### src/rtl/alu_master_pkg.sv
// Shared processor package: FSM state encoding, default ALU master sizing and
// the polarity constants of the ALU ready/cs handshake.
package alu_master_pkg;

  localparam int DEFAULT_WIDTH   = 16;
  localparam int DEFAULT_TIMEOUT = 64;
  localparam int TIMER_W         = 16;   // wide enough for any TIMEOUT up to 65535

  // ALU handshake levels
  localparam logic READY_IDLE = 1'b1;    // responder idle / result valid
  localparam logic READY_BUSY = 1'b0;    // responder working
  localparam logic CS_ACTIVE  = 1'b1;
  localparam logic CS_IDLE    = 1'b0;

  typedef enum logic [2:0] {
    ST_IDLE      = 3'd0,
    ST_ISSUE     = 3'd1,
    ST_WAIT_ACK  = 3'd2,
    ST_WAIT_DONE = 3'd3,
    ST_CAPTURE   = 3'd4
  } state_t;

  // States in which the handshake timeout is running
  function automatic logic in_wait(input state_t s);
    return (s == ST_WAIT_ACK) || (s == ST_WAIT_DONE);
  endfunction

endpackage

### src/rtl/alu_master_hs_timer.sv
// Handshake timeout counter: cleared on entry to a wait phase, counts while
// enabled; expired is high on the TIMEOUT-th cycle spent in the phase.
module hs_timer
  import alu_master_pkg::*;
#(
  parameter int TIMEOUT = DEFAULT_TIMEOUT
) (
  input  logic clk,
  input  logic rst,
  input  logic clear,
  input  logic enable,
  output logic expired
);

  localparam logic [TIMER_W-1:0] LAST = TIMER_W'(TIMEOUT - 1);

  logic [TIMER_W-1:0] count_q, count_d;

  // Next count: clear has priority so a phase change restarts the budget
  always_comb begin
    count_d = count_q;
    if (clear) begin
      count_d = '0;
    end else if (enable) begin
      count_d = count_q + TIMER_W'(1);
    end
  end

  // Count register
  always_ff @(posedge clk or posedge rst) begin
    if (rst) begin
      count_q <= '0;
    end else begin
      count_q <= count_d;
    end
  end

  assign expired = (count_q == LAST);

endmodule

### src/rtl/alu_master.sv
// ALU master: takes an operand pair from upstream, runs the cs/ready
// handshake with an ALU responder and returns the captured result, with a
// timeout on each wait phase. Every output is a flop so bus/ready never
// reach an output combinationally.
module alu_master
  import alu_master_pkg::*;
#(
  parameter int WIDTH   = DEFAULT_WIDTH,
  parameter int TIMEOUT = DEFAULT_TIMEOUT
) (
  input  logic             clk,
  input  logic             rst,
  input  logic             start,
  input  logic [WIDTH-1:0] op_a,
  input  logic [WIDTH-1:0] op_b,
  output logic             busy,
  output logic             done,
  output logic             err,
  output logic [WIDTH-1:0] result,
  output logic             cs,
  output logic [WIDTH-1:0] a,
  output logic [WIDTH-1:0] b,
  input  logic [WIDTH-1:0] bus,
  input  logic             ready
);

  state_t             state_q, state_d;
  logic               cs_q, cs_d;
  logic               busy_q, busy_d;
  logic               done_q, done_d;
  logic               err_q, err_d;
  logic [WIDTH-1:0]   a_q, a_d;
  logic [WIDTH-1:0]   b_q, b_d;
  logic [WIDTH-1:0]   result_q, result_d;
  logic               tmr_clear, tmr_en, tmr_expired;

  hs_timer #(.TIMEOUT(TIMEOUT)) u_timer (
    .clk     (clk),
    .rst     (rst),
    .clear   (tmr_clear),
    .enable  (tmr_en),
    .expired (tmr_expired)
  );

  // Next-state and next-output logic; done/err/cs/busy are decided here and
  // registered, so they appear on the cycle the FSM lands in its new state
  always_comb begin
    state_d   = state_q;
    cs_d      = cs_q;
    a_d       = a_q;
    b_d       = b_q;
    result_d  = result_q;
    done_d    = 1'b0;
    err_d     = 1'b0;
    tmr_clear = 1'b0;
    tmr_en    = in_wait(state_q);
    unique case (state_q)
      ST_IDLE: begin
        // A start seen while the responder is still busy is simply dropped
        if (start && (ready == READY_IDLE)) begin
          a_d     = op_a;
          b_d     = op_b;
          cs_d    = CS_ACTIVE;
          state_d = ST_ISSUE;
        end
      end
      ST_ISSUE: begin
        tmr_clear = 1'b1;
        state_d   = ST_WAIT_ACK;
      end
      ST_WAIT_ACK: begin
        // An acknowledge on the timeout cycle still counts as an acknowledge
        if (ready == READY_BUSY) begin
          cs_d      = CS_IDLE;
          tmr_clear = 1'b1;
          state_d   = ST_WAIT_DONE;
        end else if (tmr_expired) begin
          cs_d    = CS_IDLE;
          err_d   = 1'b1;
          state_d = ST_IDLE;
        end
      end
      ST_WAIT_DONE: begin
        if (ready == READY_IDLE) begin
          state_d = ST_CAPTURE;
        end else if (tmr_expired) begin
          err_d   = 1'b1;
          state_d = ST_IDLE;
        end
      end
      ST_CAPTURE: begin
        result_d = bus;
        done_d   = 1'b1;
        state_d  = ST_IDLE;
      end
      default: begin
        cs_d    = CS_IDLE;
        state_d = ST_IDLE;
      end
    endcase
    busy_d = (state_d != ST_IDLE);
  end

  // State and output registers; reset aborts any transfer without a pulse
  always_ff @(posedge clk or posedge rst) begin
    if (rst) begin
      state_q  <= ST_IDLE;
      cs_q     <= CS_IDLE;
      busy_q   <= 1'b0;
      done_q   <= 1'b0;
      err_q    <= 1'b0;
      a_q      <= '0;
      b_q      <= '0;
      result_q <= '0;
    end else begin
      state_q  <= state_d;
      cs_q     <= cs_d;
      busy_q   <= busy_d;
      done_q   <= done_d;
      err_q    <= err_d;
      a_q      <= a_d;
      b_q      <= b_d;
      result_q <= result_d;
    end
  end

  assign cs     = cs_q;
  assign busy   = busy_q;
  assign done   = done_q;
  assign err    = err_q;
  assign a      = a_q;
  assign b      = b_q;
  assign result = result_q;

endmodule

### config.mk
export PLATFORM = sky130hd
export DESIGN_NAME = alu_master
export DESIGN_NICKNAME = d
export VERILOG_FILES = /design/src/rtl/alu_master_pkg.sv /design/src/rtl/alu_master_hs_timer.sv /design/src/rtl/alu_master.sv
export SDC_FILE = /design/constraint.sdc
export NUM_CORES = 1
export LEC_CHECK = 0
export BUFFER_PORTS_ARGS = -buffer_cell sky130_fd_sc_hd__buf_2
export CORE_MARGIN = 2
export CORE_UTILIZATION = 30
export CTS_BUF_LIST = sky130_fd_sc_hd__clkbuf_8
export DETAILED_ROUTE_END_ITERATION = 8
export SLEW_MARGIN = 20
export SYNTH_ARGS = -nofsm -noshare
export SYNTH_HDL_FRONTEND = slang
export SYNTH_SLANG_ARGS = --single-unit
### constraint.sdc
create_clock -name clk -period 2 [get_ports clk]
set_input_delay 0.3 -clock clk [delete_from_list [all_inputs] [get_ports clk]]
set_output_delay 0.3 -clock clk [all_outputs]
set_load 0.03 [all_outputs]
==> run summary <==
Number of slew-limit violations in the final report - 0
X dimension of the die - 104 microns
Cts repair resizes - 0
Global route overflow - 0
Min Clock Period, post-route - 1.73 ns
Start-to-end type of the worst setup path - reg -> reg
Routed wire length - 5950 microns
Async set-reset flop share out of synthesis - 100%
Post-CTS Setup Bufs - 0
Achievable clock frequency - 0.577 GHz
Count of unique library cells instantiated by Yosys - 41
RSZ-0062 raised after global routing - false
Warning count from the yosys run - 0
Largest delay share family, worst path - simple AND/OR/NAND/NOR gates
Layout area overhead - 31.0%
Internal reg-to-reg setup slack - 0.27 ns
Drt first pass iters - 4
Nets - 395
Number of H-tree branching levels - 3
Die ar. - 0.0108 sq mm
Clock sink count - 71
Transition time at the pin with the least slew margin - 0.407 ns
Critical path capture point type - register
Worst slack after detailed placement - 0.277 ns
Gp weighted congestion - 0.819
Largest fanout on the critical path - 14
Max-capacitance violation count - 0
Vertical die dimension - 104 microns
DRC violations left - 0
Average wire per standard cell - 12.4 microns
Number of register bits inferred by synthesis - 71
Required time worst endpoint - 2.27 ns
Std-Cell Core Area - 0.00973 sq mm
Clock tree from TritonCTS - built
Cell at the slowest stage of the critical path - dfrtp_1
Number of buffers added on ports - 103
Critical Path, Cell by Cell - o21bai_4 > or2_4 > or4_4 > a21oi_2
Quantity of hold-fixing buffers added after cts - 0
Number of setup violations in the final report - 0
CTS Root Cell - clkbuf_8
Initial Util - 30.9%
Clock buffers created by TritonCTS - 9
Fill cell count - 994
Final worst path period share - 86.6%
Final setup margin - 0.267 ns
Post-synthesis instance area - 0.00301 sq mm
Relative max-transition margin - 72.9%
Footprint of the multi-input gates - 0.00116 sq mm
Number of inserted diodes - 0
Via/cell ratio - 4.53
Number of buffer and inverter stages on the critical path - 0
Initial drt markers - 92
Cell types occupying the most area after synthesis - dfrtp_1 (59%), mux2_2 (18%), xnor2_1 (1.7%)
HPWL after DPL - 4260 microns
CTS max path bufs - 2
Worst-case vdd ir drop - 0.000683 V
Placement Rows - 36
Most used cells in the layout excluding fill and tap cells - buf_2 (103), dfrtp_1 (71), mux2_2 (48)
Via count of the first global-routing pass - 2253
Clk Latency, worst-skew pair - 0.33 ns
Portion of the post-synthesis area used by sequential elements - 59.1%
Final Hold Vio Count - 0
Count of mapped cells out of synthesis - 232
Data arrival time at the worst-slack endpoint - 2.00 ns
Static leakage - 1.89 nW
Prevailing post-synth register cell - dfrtp_1
Min-delay worst type - in -> async
Clock transition at the register clock pins on the worst setup and hold paths after CTS - 0.07 ns
Share of layout cells above drive strength 1 - 52.4%
Post-route clock skew - 0.00762 ns
Number of antenna violations at the first check in global routing - 0
Outcome - finished, final reports clean
Mean area per synthesized cell - 13.0 sq um
Top Ports - 104
Fin Setup TNS - 0 ns
Antenna violation net count after detailed routing - 0
Biggest cell delay along the critical path - 0.59 ns
Pin count of the biggest net entering global routing - 72
Most frequent standard cell in the layout excluding fill and tap cells - buf_2
Area fraction of the dominant cell type after synthesis - 59.1%
Sequential cell area - 0.00178 sq mm
Type of origin of the critical path - register
Combined global-route utilization of all metal layers - 11.7%
Cell taking the most area after synthesis - dfrtp_1
Total power density per cell area - 1560 mW/mm^2
Number of nets produced by synthesis - 285
First-pass GRT wire length - 10300 microns
Via count - 2172
Post-synth EDFFs - 0
-- flip-flops by register name, summed over array words and instances (netlist names) --
name,flops
a,16
b,16
busy,1
cs,1
done,1
err,1
result,16
state_q,3
u_timer.count_q,16
-- power breakdown --
group	internal, W	switching, W
logic	0.000936	0.00164
clock network	0.000760	0.000496
registers	0.00199	0.000309
total	0.00368	0.00245
-- cell type report --
class | count | share of cell area (%)
clock buffer | 11 | 3.84
clock inverter | 5 | 1.84
inverter | 4 | 0.477
multi-input combinational | 146 | 29.4
sequential | 71 | 45.1
tap | 133 | 4.23
timing repair buffer | 110 | 15.1
-- routing by layer --
| layer | GRT usage (%) | wire length, microns |
|---|---|---|
| met5 | 0 | 0 |
| met4 | 3.76 | 73 |
| met3 | 4.20 | 374 |
| met2 | 19.9 | 2940 |
| met1 | 13.6 | 2570 |
-- cells in the mapped netlist, types with 4 or more instances --
master / number
dfrtp_1: 71
mux2_2: 48
nor2_1: 11
a21oi_1: 9
buf_2: 9
nand2_1: 9
nand3_1: 7
nand4_1: 6
o21ai_0: 6
xnor2_1: 6
inv_1: 4
nor2b_1: 4
nor3_1: 4
nor4_1: 4
-- worst register-to-register path, stage by stage, from the launching register on --
cell,delay (ns)
dfrtp_1,0.59
o21bai_4,0.15
or2_4,0.28
or4_4,0.51
a21oi_2,0.14
-- cell families after synthesis --
family,after synthesis,synth area share [%]
flops,71,59.1
simple gates,63,12.0
mux,48,18.0
compound gates,25,5.49
buf+inv,15,2.37
xor+xnor,9,2.62
fa+ha+maj,1,0.416
-- final timing paths --
path | end | start | depth (start not counted)
hold / removal | result[6] | rst | 3
min in group clk | result[15] | bus[15] | 2
max in group asynchronous | b[0] | rst | 3
hold reg to reg | b[11] | b[11] | 1
setup reg to reg | u_timer.count_q[15] | state_q[1] | 4
setup / recovery | u_timer.count_q[15] | state_q[1] | 4
-- through the flow --
| stage | util, % | total power (W) | hold WS (ns) | cell area, sq um | instances |
|---|---|---|---|---|---|
| 2_1_floorplan | - | 0.00415 | 0.450 | 3010 | 232 |
| 3_3_place_gp | 38.2 | 0.00488 | 0.437 | 3710 | 464 |
| 3_5_place_dp | 38.2 | 0.00494 | 0.441 | 3710 | 464 |
| 4_1_cts | 40.5 | 0.00624 | 0.0744 | 3940 | 480 |
| 5_1_grt | 40.5 | 0.00650 | 0.101 | 3940 | 480 |
| 6_report | 40.5 | 0.00613 | 0.0512 | 3940 | 480 |
(Power assumes the default switching activity.)
